==> src/rtl/raisin64_mem_pkg.sv <==
// Shared types and default widths for the raisin64 memory arbiter.
// Holds the arbiter state enum, the transaction owner enum and the
// default address/data widths used by mem_arbiter.
package raisin64_mem_pkg;

    localparam int unsigned DEF_ADDR_W = 64;
    localparam int unsigned DEF_DATA_W = 64;

    // Arbiter sequencing: accept a request, present it to memory, await response.
    typedef enum logic [1:0] {
        IDLE  = 2'd0,
        ISSUE = 2'd1,
        WAIT  = 2'd2
    } state_t;

    // Which requester owns the current (or most recent) transaction.
    typedef enum logic {
        FETCH = 1'b0,
        DATA  = 1'b1
    } owner_t;

endpackage

==> src/rtl/mem_arbiter_arb_pick.sv <==
// arb_pick: purely combinational winner selection between the instruction
// fetch port and the data port.
// Build option: MEM_ARB_RR_EN selects round-robin on a tie (the requester
// not granted last wins); without it, data always wins a tie.
// Ports:
//   i_req, d_req  - pending requests from fetch and data ports
//   last          - owner of the most recent grant
//   valid         - at least one request is pending
//   win           - selected owner (meaningful only when valid)
module arb_pick
    import raisin64_mem_pkg::*;
(
    input  logic   i_req,
    input  logic   d_req,
    input  owner_t last,
    output logic   valid,
    output owner_t win
);

`ifdef MEM_ARB_RR_EN
    // Round-robin: on a tie, hand the grant to whoever did not have it last.
    always_comb begin
        valid = i_req | d_req;
        win   = DATA;
        if (i_req && d_req) begin
            win = (last == DATA) ? FETCH : DATA;
        end else if (i_req) begin
            win = FETCH;
        end
    end
`else
    // Fixed priority: data wins any tie; the history input has no role.
    logic unused_last;
    assign unused_last = (last == DATA);

    always_comb begin
        valid = i_req | d_req;
        win   = DATA;
        if (i_req && !d_req) begin
            win = FETCH;
        end
    end
`endif

endmodule

==> src/rtl/mem_arbiter.sv <==
// mem_arbiter: shares one single-outstanding memory port between an
// instruction-fetch requester and a data requester.
// Build option: MEM_ARB_RR_EN (round-robin tie-break, see arb_pick).
// Ports:
//   clk, rst                 - clock, asynchronous active-high reset
//   i_req/i_addr             - fetch request (held until i_gnt)
//   i_gnt/i_rvalid/i_rdata   - fetch accept pulse and read response
//   d_req/d_we/d_addr/d_wdata/d_be - data request (held until d_gnt)
//   d_gnt/d_rvalid/d_rdata   - data accept pulse and response
//   mem_req/mem_we/mem_addr/mem_wdata/mem_be - registered memory command
//   mem_gnt/mem_rvalid/mem_rdata             - memory handshake and response
// Grants and responses are combinational pulses; the memory command is
// registered and held stable until memory accepts it.
module mem_arbiter
    import raisin64_mem_pkg::*;
#(
    parameter int unsigned ADDR_W = DEF_ADDR_W,
    parameter int unsigned DATA_W = DEF_DATA_W,
    parameter int unsigned BE_W   = DATA_W / 8
) (
    input  logic              clk,
    input  logic              rst,

    input  logic              i_req,
    input  logic [ADDR_W-1:0] i_addr,
    output logic              i_gnt,
    output logic              i_rvalid,
    output logic [DATA_W-1:0] i_rdata,

    input  logic              d_req,
    input  logic              d_we,
    input  logic [ADDR_W-1:0] d_addr,
    input  logic [DATA_W-1:0] d_wdata,
    input  logic [BE_W-1:0]   d_be,
    output logic              d_gnt,
    output logic              d_rvalid,
    output logic [DATA_W-1:0] d_rdata,

    output logic              mem_req,
    output logic              mem_we,
    output logic [ADDR_W-1:0] mem_addr,
    output logic [DATA_W-1:0] mem_wdata,
    output logic [BE_W-1:0]   mem_be,
    input  logic              mem_gnt,
    input  logic              mem_rvalid,
    input  logic [DATA_W-1:0] mem_rdata
);

    state_t state;
    owner_t owner;
    owner_t last_owner;
    logic   pick_valid;
    owner_t pick_win;
    logic   grant;

    arb_pick u_arb_pick (
        .i_req (i_req),
        .d_req (d_req),
        .last  (last_owner),
        .valid (pick_valid),
        .win   (pick_win)
    );

    // Grant pulse: only from IDLE, and never while reset is held.
    always_comb begin
        grant = 1'b0;
        i_gnt = 1'b0;
        d_gnt = 1'b0;
        if (!rst && state == IDLE && pick_valid) begin
            grant = 1'b1;
            i_gnt = (pick_win == FETCH);
            d_gnt = (pick_win == DATA);
        end
    end

    // Response steering: only the owner sees rvalid, and rdata is zero otherwise.
    always_comb begin
        i_rvalid = 1'b0;
        d_rvalid = 1'b0;
        i_rdata  = '0;
        d_rdata  = '0;
        if (!rst && state == WAIT && mem_rvalid) begin
            if (owner == FETCH) begin
                i_rvalid = 1'b1;
                i_rdata  = mem_rdata;
            end else begin
                d_rvalid = 1'b1;
                d_rdata  = mem_rdata;
            end
        end
    end

    // Sequencer and registered memory command.
    always_ff @(posedge clk or posedge rst) begin
        if (rst) begin
            state      <= IDLE;
            owner      <= DATA;
            last_owner <= DATA;
            mem_req    <= 1'b0;
            mem_we     <= 1'b0;
            mem_addr   <= '0;
            mem_wdata  <= '0;
            mem_be     <= '0;
        end else begin
            case (state)
                IDLE: begin
                    if (grant) begin
                        owner      <= pick_win;
                        last_owner <= pick_win;
                        mem_req    <= 1'b1;
                        state      <= ISSUE;
                        if (pick_win == FETCH) begin
                            mem_we    <= 1'b0;
                            mem_addr  <= i_addr;
                            mem_wdata <= '0;
                            mem_be    <= {BE_W{1'b1}};
                        end else begin
                            mem_we    <= d_we;
                            mem_addr  <= d_addr;
                            mem_wdata <= d_wdata;
                            mem_be    <= d_be;
                        end
                    end
                end
                ISSUE: begin
                    if (mem_gnt) begin
                        mem_req <= 1'b0;
                        state   <= WAIT;
                    end
                end
                WAIT: begin
                    if (mem_rvalid) begin
                        state <= IDLE;
                    end
                end
                default: begin
                    state <= IDLE;
                end
            endcase
        end
    end

endmodule

==> config.mk <==
export PLATFORM = sky130hd
export DESIGN_NAME = mem_arbiter
export DESIGN_NICKNAME = d
export VERILOG_FILES = /design/src/rtl/raisin64_mem_pkg.sv /design/src/rtl/mem_arbiter_arb_pick.sv /design/src/rtl/mem_arbiter.sv
export SDC_FILE = /design/constraint.sdc
export NUM_CORES = 1
export LEC_CHECK = 0
export CORE_AREA = 4 4 209 211
export CTS_CLUSTER_SIZE = 40
export DETAILED_ROUTE_END_ITERATION = 10
export DIE_AREA = 0 0 213 215
export GPL_ROUTABILITY_DRIVEN = 0
export SLEW_MARGIN = 20
export SYNTH_ARGS = -nofsm -noshare
export SYNTH_HDL_FRONTEND = slang
export SYNTH_HIERARCHICAL = 1
export SYNTH_SLANG_ARGS = --single-unit
==> constraint.sdc <==
create_clock -name clk -period 7 [get_ports clk]
set_input_delay 1.75 -clock clk [delete_from_list [all_inputs] [get_ports clk]]
set_output_delay 1.75 -clock clk [all_outputs]
set_load 0.02 [all_outputs]
==> qor_table.md <==
| Parameter | This run | Unit |
|:---|:---|:---|
| Status | finished clean | - |
| Via count of the first global-routing pass | 7333 | - |
| Required @ worst endpoint | 5250 | ps |
| Synth top cells by count | dfrtp_1, mux2_2, inv_1 | - |
| Unrepaired setup endpoints after global routing | no | - |
| Initial detailed-routing violation count | 299 | - |
| Count of cells along the worst hold path | 1 | - |
| Total Routed Length | 30.89 | mm |
| Cell taking the most area after synthesis | dfrtp_1 | - |
| Final setup TNS | 0 | ps |
| Part of the total power dissipated in the clock network | 0.214 | - |
| Reg power frac | 0.292 | - |
| Switching share of power | 0.3705 | - |
| Element type at the critical path end | primary output | - |
| R2r worst-path depth | 3 | - |
| Pwr Density | 346.6 | nW/µm² |
| Area share of the largest cell type after synthesis | 0.4651 | - |
| Post-CTS resize count | 0 | - |
| Count of buffers from port buffering | 540 | - |
| Timing-limited maximum frequency | 0.1615 | GHz |
| Mean area per synthesized cell | 10.06 | µm² |
| Area of the mapped netlist | 7532 | µm² |
| Largest delay share family, worst path | buffers and inverters | - |
| Final net count | 1528 | - |
| Clock Skews | 11.74 | ps |
| Number of pins with negative max-slew slack in the final report | 0 | - |
| Clock Root Buffer | clkbuf_16 | - |
| Residual antenna-violating net count after detailed routing | 0 | - |
| Max-capacitance violation count | 0 | - |
| DR DRC count | 0 | - |
| Number of CTS-inserted buffers | 17 | - |
| Core region area | 41760 | µm² |
| Layout area overhead | 87.52 | % |
| Count of cell instances traversed by the critical path | 5 | - |
| Biggest area contributors in the synthesized netlist | dfrtp_1, mux2_2, mux2i_1, nor3_1, inv_1 | - |
| Critical-path maximum fanout | 75 | - |
| HPWL after detailed placement | 24.04 | mm |
| Hold crit path type | reg -> reg | - |
| Net Count, Synth | 1020 | - |
| Diodes inserted | 0 | - |
| Die area | 45800 | µm² |
| Total vias in the final route | 7162 | - |
| Sequential-to-total area share from yosys stat | 0.4686 | - |
| Standard cell with the maximum stage delay on the critical path | nand4bb_4 | - |
| Worst Setup Path Type | in -> out | - |
| Share of async-settable or async-resettable flops after synthesis | 1.000 | - |
| Top-level port count | 541 | - |
| Total number of clock tree sinks | 141 | - |
| Relative slew slack | 0.3637 | - |
| Post-synth EDFFs | 0 | - |
| Effective utilization at floorplan | 0.1804 | - |
| Antenna violations before repair | 1 | - |
| Max stage delay on crit path | 760 | ps |
| Most used standard cell by instance count after synthesis | dfrtp_1 | - |
| Total power consumption of the routed design | 4.896 | mW |
| IR Drop Worst-Case VDD | 0.0002034 | V |
| Startpoint kind of the worst setup timing path | input pin | - |
| Avg Vias per Cell | 3.961 | - |
| Worst slew pin tran | 954.5 | ps |
| Combinational fraction of design power | 0.494 | - |
| Post-route clock period utilization | 0.8843 | - |
| Crit path arrival time | 4440 | ps |
| Most common cell on crit path | clkdlybuf4s50_1 | - |
| Num rows | 75 | - |
| Number of setup violations in the final report | 0 | - |
| Hold Worst Slack | 480.8 | ps |
| Ratio of cells with drive above 1 in the final layout | 0.1418 | - |
| Remaining Overflow, GRT | 0 | - |
| Global routing usage summed across all routing layers | 0.1276 | - |
| Max Root-Sink Buffers | 2 | - |
| Later-pin clock latency in the skew report | 430 | ps |
| Level count of the clock H-tree | 4 | - |
| Warning count from the yosys run | 6 | - |
| Wire length of the first global-routing pass | 44.73 | mm |
| Number of hold violations in the final report | 0 | - |
| Yosys cell types | 24 | - |
| Clock tree from TritonCTS | built | - |
| Cells after Synth | 749 | - |
| Internal power contribution | 3.082 | mW |
| Series of cell instances along the critical path | clkdlybuf4s50_1 -> nand4bb_4 -> buf_12 -> nor3_1 -> clkdlybuf4s50_1 | - |
| Pin count of the biggest net entering global routing | 126 | - |
| Post-CTS Setup Repair Bufs | 0 | - |
| Final period demand of the worst path | 6190 | ps |
| Hold bufs inserted after CTS | 0 | - |
| Switching power total | 1.814 | mW |
| Pre-antenna DRT Iters | 4 | - |
| Die height | 215 | µm |
| Ys flop type | dfrtp_1 | - |
| Worst path bufs/invs | 3 | - |
| WL/cell | 17.08 | µm |
| Standby leakage power | 5.844 | nW |
| Number of storage elements in the synthesis netlist | 141 | - |
| Die W | 213 | µm |
| Clock transition at the registers of the reported paths | 60 | ps |
| Number of fillers in the final layout | 4235 | - |
## metal layers
metal / vias up / global-route usage / share of wire
li1: 3455 / - / -
met1: 3339 / 0.1445 / 0.38
met2: 333 / 0.2203 / 0.49
met3: 33 / 0.05411 / 0.11
met4: 2 / 0.03393 / 0.016
met5: - / 0 / 0.00032
## cells in the final DEF, fill, tap and decap left out, drive strengths merged, types with 2 or more instances in the layout
master	Yosys	final
clkbuf	27	18
nor2	2	2
buf	32	8
dfrtp	140	140
nor3	128	128
clkinvlp	0	3
bufinv	0	6
clkdlybuf4s50	0	540
nand2b	11	11
mux2i	65	65
nand2	65	65
mux2	137	137
inv	131	132
clkinv	0	3
## metrics by stage
step                      instances  setup slack [ps]    util  cell area [µm²]
after floorplan                 749              1470       -             7532
after global placement         1777             936.5  0.3222            13460
after detailed placement       1777             835.5  0.3222            13460
after CTS                      1808             834.4  0.3382            14120
after global routing           1808             620.5  0.3382            14120
final                          1808             809.6  0.3382            14120
## worst paths after layout
| path | startpoint | to | slack (ps) |
|---|---|---|---|
| min | mem_addr[2] | mem_addr[2] | 480 |
| min reg2reg | mem_addr[2] | mem_addr[2] | 480 |
| max in group asynchronous | rst | mem_addr[54] | 3780 |
| max | rst | d_rdata[41] | 810 |
| max reg2reg | state[1] | mem_addr[48] | 4700 |
| min in group asynchronous | rst | state[0] | 1880 |
## sequential cells by signal, summed over array words and instances, names as in the netlist
name,count
mem_addr,64
mem_req,1
state,2
mem_we,1
mem_wdata,64
mem_be,8
last_owner,1
## area by class of cell
type	instances	area, µm²	share of cell area
Timing Repair Buffer	548	5490	0.3887
Sequential cell	141	3530	0.2499
Multi-Input combinational cell	418	3266	0.2312
Tap cell	539	674.4	0.04775
Inverter	131	498.0	0.03526
Clock buffer	18	429.2	0.03038
Clock inverter	13	237.7	0.01683
## logic make-up after synthesis
group | share of synthesized area
simple gates | 0.1369
buf+inv | 0.1010
flops | 0.4686
mux | 0.2912
compound gates | 0.002325
## power by group through the flow
| stage | logic, mW | clock network (mW) | registers, mW |
|---|---|---|---|
| detailed placement | 2.46 | 0 | 1.44 |
| finish | 2.42 | 1.05 | 1.43 |
| global placement | 2.44 | 0 | 1.43 |
| floorplan | 0.711 | 0 | 1.93 |
| global route | 2.57 | 1.12 | 1.49 |
| CTS | 2.46 | 1.09 | 1.43 |
## worst reg2reg max path: cells and delay by family, from the launching register on
kind	cells	cell delay, ps
simple gates	1	540
flops	1	470
buf+inv	1	630
mux	1	530
(Power assumes the default switching activity.)
